File: config.mk
export PLATFORM = sky130hd
export DESIGN_NAME = hazard_sequencer
export DESIGN_NICKNAME = d
export VERILOG_FILES = /design/src/rtl/hazard_sequencer.sv
export SDC_FILE = /design/constraint.sdc
export NUM_CORES = 1
export LEC_CHECK = 0
export ABC_CLOCK_PERIOD_IN_PS = 2600
export CORE_MARGIN = 2
export CORE_UTILIZATION = 32
export CTS_BUF_LIST = sky130_fd_sc_hd__clkbuf_4
export DETAILED_ROUTE_END_ITERATION = 10
export PLACE_DENSITY = 0.9
export SYNTH_ARGS = -nofsm -noshare
export SYNTH_HDL_FRONTEND = slang
export SYNTH_SLANG_ARGS = --single-unit
File: constraint.sdc
create_clock -name Clk -period 2.6 [get_ports Clk]
set_clock_uncertainty 0.1 [all_clocks]
set_input_delay 0.26 -clock Clk [delete_from_list [all_inputs] [get_ports Clk]]
set_output_delay 0.26 -clock Clk [all_outputs]
set_load 0.1 [all_outputs]
File: src/rtl/hazard_sequencer.sv
// hazard_sequencer: load-use / redirect / memory-busy hazard sequencer.
//
// It decides, each cycle, what the pipeline register controller must do, and
// reports that as a 2-bit code:
//   00 none
//   01 stall PC and IF_ID, insert a bubble into ID_EX
//   10 flush IF_ID
//   11 freeze PC through EX_MEM, no bubble
// hazType is combinational from the current inputs, the FSM state and the
// pending-flush flag. The controller samples it on the falling edge of Clk.
//
// Ports:
//   Clk, Rst_n          pipeline clock, asynchronous active-low reset
//   ID_EX_MemRead       instruction in EX is a load
//   ID_EX_Rt            load destination register
//   IF_ID_Rs, IF_ID_Rt  source registers of the instruction in ID
//   IF_ID_UsesRt        IF_ID_Rt is a true source operand
//   BranchTaken, Jump   redirect resolved or decoded this cycle
//   MemBusy             data memory not ready, the whole pipe freezes
//   hazType             hazard code (see above)
//   StallCnt, FlushCnt  saturating counts of 01/11 and 10 cycles
//
// Build option: define HAZ_PERF_CNT_EN to build the performance counters.
// Without it, StallCnt and FlushCnt are tied to zero and no counter
// registers exist.
//
// Reset release is expected to be synchronous to Clk; there is no internal
// synchronizer.

module hazard_sequencer #(
  parameter int unsigned CNT_W = 16
) (
  input  logic             Clk,
  input  logic             Rst_n,
  input  logic             ID_EX_MemRead,
  input  logic [4:0]       ID_EX_Rt,
  input  logic [4:0]       IF_ID_Rs,
  input  logic [4:0]       IF_ID_Rt,
  input  logic             IF_ID_UsesRt,
  input  logic             BranchTaken,
  input  logic             Jump,
  input  logic             MemBusy,
  output logic [1:0]       hazType,
  output logic [CNT_W-1:0] StallCnt,
  output logic [CNT_W-1:0] FlushCnt
);

  localparam logic [1:0] HazNone   = 2'b00;
  localparam logic [1:0] HazStall  = 2'b01;
  localparam logic [1:0] HazFlush  = 2'b10;
  localparam logic [1:0] HazFreeze = 2'b11;

  // 2'b11 is unused; it is decoded by the default branch and recovers to StRun.
  typedef enum logic [1:0] {
    StRun     = 2'b00,
    StLuStall = 2'b01,
    StMemWait = 2'b10
  } state_e;

  state_e     state_q, state_d;
  logic       pend_q, pend_d;
  logic [1:0] haz_raw;

  logic load_use;
  logic redirect;

  // Register zero is hardwired, so a load into r0 never creates a dependency.
  assign load_use = ID_EX_MemRead && (ID_EX_Rt != 5'd0) &&
                    ((ID_EX_Rt == IF_ID_Rs) || (IF_ID_UsesRt && (ID_EX_Rt == IF_ID_Rt)));
  assign redirect = BranchTaken || Jump;

  // Next-state and hazard code. Priority in every state:
  // MemBusy > pending flush > redirect > load-use.
  always_comb begin
    state_d = state_q;
    pend_d  = pend_q;
    haz_raw = HazNone;

    unique case (state_q)
      StRun, StMemWait: begin
        if (MemBusy) begin
          haz_raw = HazFreeze;
          state_d = StMemWait;
          // PEND is always clear in StRun, so this is PEND <= BJ there.
          pend_d  = pend_q || redirect;
        end else if (pend_q) begin
          // Deliver the redirect that arrived while the pipe was frozen.
          haz_raw = HazFlush;
          pend_d  = 1'b0;
          state_d = StRun;
        end else if (redirect) begin
          haz_raw = HazFlush;
          state_d = StRun;
        end else if (load_use) begin
          haz_raw = HazStall;
          state_d = StLuStall;
        end else begin
          haz_raw = HazNone;
          state_d = StRun;
        end
      end

      StLuStall: begin
        // ID_EX holds the bubble now, so a load-use match here is stale.
        if (MemBusy) begin
          haz_raw = HazFreeze;
          state_d = StMemWait;
          pend_d  = redirect;
        end else if (redirect) begin
          haz_raw = HazFlush;
          state_d = StRun;
        end else begin
          haz_raw = HazNone;
          state_d = StRun;
        end
      end

      default: begin
        haz_raw = HazNone;
        state_d = StRun;
        pend_d  = 1'b0;
      end
    endcase
  end

  always_ff @(posedge Clk or negedge Rst_n) begin
    if (!Rst_n) begin
      state_q <= StRun;
      pend_q  <= 1'b0;
    end else begin
      state_q <= state_d;
      pend_q  <= pend_d;
    end
  end

  // Reset overrides the code combinationally so the controller never sees a
  // stale hazard while Rst_n is low.
  assign hazType = Rst_n ? haz_raw : HazNone;

`ifdef HAZ_PERF_CNT_EN
  logic [CNT_W-1:0] stall_cnt_q, stall_cnt_d;
  logic [CNT_W-1:0] flush_cnt_q, flush_cnt_d;

  always_comb begin
    stall_cnt_d = stall_cnt_q;
    flush_cnt_d = flush_cnt_q;
    if (((hazType == HazStall) || (hazType == HazFreeze)) && (stall_cnt_q != '1)) begin
      stall_cnt_d = stall_cnt_q + CNT_W'(1);
    end
    if ((hazType == HazFlush) && (flush_cnt_q != '1)) begin
      flush_cnt_d = flush_cnt_q + CNT_W'(1);
    end
  end

  always_ff @(posedge Clk or negedge Rst_n) begin
    if (!Rst_n) begin
      stall_cnt_q <= '0;
      flush_cnt_q <= '0;
    end else begin
      stall_cnt_q <= stall_cnt_d;
      flush_cnt_q <= flush_cnt_d;
    end
  end

  assign StallCnt = stall_cnt_q;
  assign FlushCnt = flush_cnt_q;
`else
  assign StallCnt = '0;
  assign FlushCnt = '0;
`endif

endmodule

After elaboration in Yosys (flattened, before gate mapping)
Cells that the tools add are included.
{"block": "word_totals", "regBits": 3, "latchBits": 0, "ramBits": 0, "romBits": 0, "output_inout_bits": 34, "mem_count": 0}
{"block": "classes", "addsub": 0, "multipliers": 0, "n_div": 0, "n_lt_le_gt_ge": 0, "eq_ne": 5, "shift": 0, "n_mux": 16, "n_bitwise": 0, "n_reduce_logical": 9}
{"operator": "2-bit two-way mux", "n": 8}
{"operator": "5-bit equality test", "n": 2}
{"operator": "2-bit one-hot mux with 2 select lines", "n": 2}
{"operator": "1-bit two-way mux", "n": 5}
{"operator": "5-bit nonzero test", "n": 1}
{"operator": "1-bit logical AND", "n": 3}
{"operator": "1-bit logical OR", "n": 3}
{"operator": "2-bit by 1-bit equality test with 1-bit output, second input constant", "n": 1}
{"operator": "2-bit equality test, second input constant", "n": 1}
{"operator": "2-bit zero test", "n": 1}
{"operator": "2-bit != test, second input constant", "n": 1}
{"operator": "1-bit one-hot mux with 2 select lines", "n": 1}
{"operator": "2-bit OR reduction", "n": 1}

Logic depth before layout (Yosys ltp)
{"block": "depth", "word_depth": 10, "depth_mapped": 4, "mapped_depth_nobuf": 4}

Worst setup path before layout
Ideal clock, no wire load.
{"block": "synth_timing", "path_kind": "input-to-output", "from": "input ID_EX_Rt[3]", "to": "output hazType[0]", "arrival_ns": 2.631, "required_ns": 2.240, "slack_ns": -0.391, "cell_stages": 4, "n_path_buf": 0, "path_cell_list": "xor2_1 nor4_2 a32oi_1 o41ai_2"}
{"block": "synth_via", "elab_chain_len": 10, "elab_cells_between_ends": 13}
{"element": "start, declared", "line": "36", "source": "input logic [4:0] ID_EX_Rt,"}
{"element": "5-bit equality test", "line": "69", "source": "((ID_EX_Rt == IF_ID_Rs) || (IF_ID_UsesRt && (ID_EX_Rt == IF_ID_Rt)));"}
{"element": "1-bit logical AND", "line": "69"}
{"element": "1-bit logical OR", "line": "69"}
{"element": "1-bit logical AND (*)", "line": "68", "source": "assign load_use = ID_EX_MemRead && (ID_EX_Rt != 5'd0) &&"}
{"element": "1-bit two-way mux (*)", "line": "94", "source": "end else if (load_use) begin"}
{"element": "2-bit two-way mux (*)", "line": "91", "source": "end else if (redirect) begin"}
{"element": "2-bit two-way mux (*)", "line": "86", "source": "end else if (pend_q) begin"}
{"element": "2-bit two-way mux (*)", "line": "81", "source": "if (MemBusy) begin"}
{"element": "2-bit one-hot mux with 2 select lines (*)", "line": "79", "source": "unique case (state_q)"}
{"element": "2-bit two-way mux (*)", "line": "138", "source": "assign hazType = Rst_n ? haz_raw : HazNone;"}
{"element": "end, declared", "line": "43", "source": "output logic [1:0] hazType,"}
Mark *: on every way between the ends. The rest lies on a longest branch, timed or not.

Worst setup path in the final report
{"block": "layout_timing", "from": "input ID_EX_Rt[1]", "to": "output hazType[0]"}
Same word-level chain as after synthesis.

==> impl_metrics.env <==
export IMPL_status="finished, final reports clean"
export IMPL_clk_latency_ps=230
export IMPL_max_cap_violations=0
export IMPL_worstPathRequired_ps=2240
export IMPL_syn_cell_area_um2=546
export IMPL_synth_distinct_cells=20
export IMPL_area_growth_pct=34.4
export IMPL_io_pins=56
export IMPL_yosys_most_used_dff="dfrtp_1"
export IMPL_maxSlewViolCount=0
export IMPL_cp_max_fo=3
export IMPL_route_detailed_drc=0
export IMPL_core_um2=1560
export IMPL_detailed_place_area_um2=703
export IMPL_antenna_found_initial=0
export IMPL_initial_core_util_pct=35.0
export IMPL_die_y_um=45.3
export IMPL_seq_area_frac_synth_pct=13.8
export IMPL_r2r_slack_ps=1410
export IMPL_finalCriticalPeriod_ps=2370
export IMPL_fin_total_pwr_mw=0.431
export IMPL_die_area_um2=2050
export IMPL_ys_seq_elements=3
export IMPL_cts_tree="built"
export IMPL_post_drt_wl_per_cell_um=10.4
export IMPL_yosys_warnings=0
export IMPL_final_util_pct=47.0
export IMPL_worst_hold_slack_ps=128
export IMPL_antenna_cells=0
export IMPL_peakVddDrop_mv=0.300
export IMPL_drt_pre_antenna_iters=2
export IMPL_rows=14
export IMPL_avgSynthCellArea_um2=7.91
export IMPL_die_w_um=45.3
export IMPL_hp_class="primary input to async pin"
export IMPL_hold_viol=0
export IMPL_via_count=459
export IMPL_syn_inst=69
export IMPL_critPathMaxStageDelay_ps=480
export IMPL_clock_sinks=3
export IMPL_placed_cells=107
export IMPL_drt_initial_drc_count=1
export IMPL_async_flop_share_pct=100
export IMPL_grt_setup_unrepaired="false"
export IMPL_regToRegEndpoint="state_q[0]"
export IMPL_via_per_inst=4.14
export IMPL_portBuffers=23
export IMPL_wl_um=1150
export IMPL_grt_max_degree=6
export IMPL_setup_viol=0
export IMPL_cts_made_buffers=3
export IMPL_arrival_ps=2010
export IMPL_htree_num_levels=1
export IMPL_layout_drive_gt1_share_pct=9.47
export IMPL_root_buffer="clkbuf_4"
export IMPL_synth_edf_count=0
export IMPL_dp_slack_ps=221
export IMPL_final_setup_worst_slack_ps=232
export IMPL_final_cell_count_no_fill=111
export IMPL_crit_end="hazType[0]"
export IMPL_cpMaxStageDelayCell="clkdlybuf4s50_1"
export IMPL_crit_chain="clkdlybuf4s50_1 > xor2_1 > nor4_2 > a32oi_1 > o41ai_4 > buf_12"
export IMPL_ff2ff_path_depth=3
export IMPL_finalWeightedCongestion=0.741
export IMPL_critPathLaunch="ID_EX_Rt[1]"
export IMPL_first_global_vias=406
export IMPL_period_share_pct=91.1
export IMPL_dp_hpwl_um=1040
export IMPL_clockBufferDepth=2
export IMPL_start_kind="primary input"
export IMPL_clock_fmax_mhz=422
export IMPL_grt_ovfl_total=0
export IMPL_fin_area_um2=733
export IMPL_fin_setup_tns_ps=0
export IMPL_cp_end_kind="output port"
export IMPL_power_leakage_nw=0.350
export IMPL_antenna_left=0
export IMPL_grt_use_total_pct=11.1
export IMPL_ctsHoldBuffers=0
export IMPL_clk_pin_slew_ps=40
export IMPL_cts_setup_buffers=0
export IMPL_post_cts_resized=0
export IMPL_grt_first_pass_wirelength_um=1670
export IMPL_fin_nets=118
export IMPL_worstSetupPathType="primary input to output port"
export IMPL_p_per_area_nw_per_um2=587
export IMPL_r2r_start="pend_q"
final cells by class:
class	instances	area (um2)
fill	155	826
multi-input combinational	63	350
timing repair buffer	23	250
sequential	3	75.1
clock buffer	4	30.0
tap	16	20.0
inverter	2	7.51
report_power, final:
part	total (mW)	internal [mW]	switching, mW
registers	0.0504	0.0488	0.00157
logic	0.288	0.0473	0.240
clock network	0.0926	0.0679	0.0247
worst min-delay path by stage:
stage                             to  depth (start not counted)
after detailed placement  state_q[0]                          1
after floorplan               pend_q                          0
after global routing          pend_q                          1
final                         pend_q                          1
after CTS                     pend_q                          1
after global placement        pend_q                          1
worst max-delay path, delay by kind of cell:
kind	cells	cell delay (ps)
buf+inv	2	700
compound gates	2	590
simple gates	1	240
xor+xnor	1	210
cells in the mapped netlist (2+ instances only):
cell      n  area share [%]
nor2_1    4             2.8
nand2_1   2             1.4
inv_1     2             1.4
xor2_1    9              14
dfrtp_1   3              14
a21oi_1   2             1.8
buf_4    32              44
nor3_1    3             2.8
cell usage in the layout, fill, tap and decap left out:
| cell type | instances |
|---|---|
| nand3_1 | 1 |
| xor2_1 | 9 |
| clkbuf_4 | 4 |
| conb_1 | 32 |
| o21ai_0 | 1 |
| nor4_2 | 1 |
| o22ai_1 | 1 |
| a21boi_0 | 1 |
| nand2_1 | 2 |
| a32oi_1 | 1 |
| or4_2 | 1 |
| nor4_1 | 1 |
| buf_12 | 2 |
| dfrtp_1 | 3 |
| clkdlybuf4s50_1 | 21 |
| a21oi_1 | 2 |
| nor2_1 | 4 |
| xnor2_1 | 1 |
| o41ai_4 | 1 |
| inv_1 | 2 |
| nor3_1 | 3 |
| nand3b_1 | 1 |
state kept, by name, indices dropped and copies added (netlist names):
register,count
pend_q,1
state_q,2
routing by layer:
metal | part of all wire (%) | wire, um | global-route usage, %
met1 | 33 | 382 | 11.1
met2 | 59 | 675 | 22.6
met3 | 6.5 | 75 | 0.400
met4 | 1.4 | 16 | 5.29
met5 | 0 | 0 | 0
cell families after synthesis:
family | count (synthesis) | synth area share, %
buffers and inverters | 34 | 45.4
AND/OR/NAND/NOR | 14 | 14.2
XOR/XNOR | 10 | 16.1
AO/OA/AOI/OAI | 7 | 9.86
flip-flops | 3 | 13.8
other | 1 | 0.687
No activity file was read; power rests on OpenSTA's default activity.
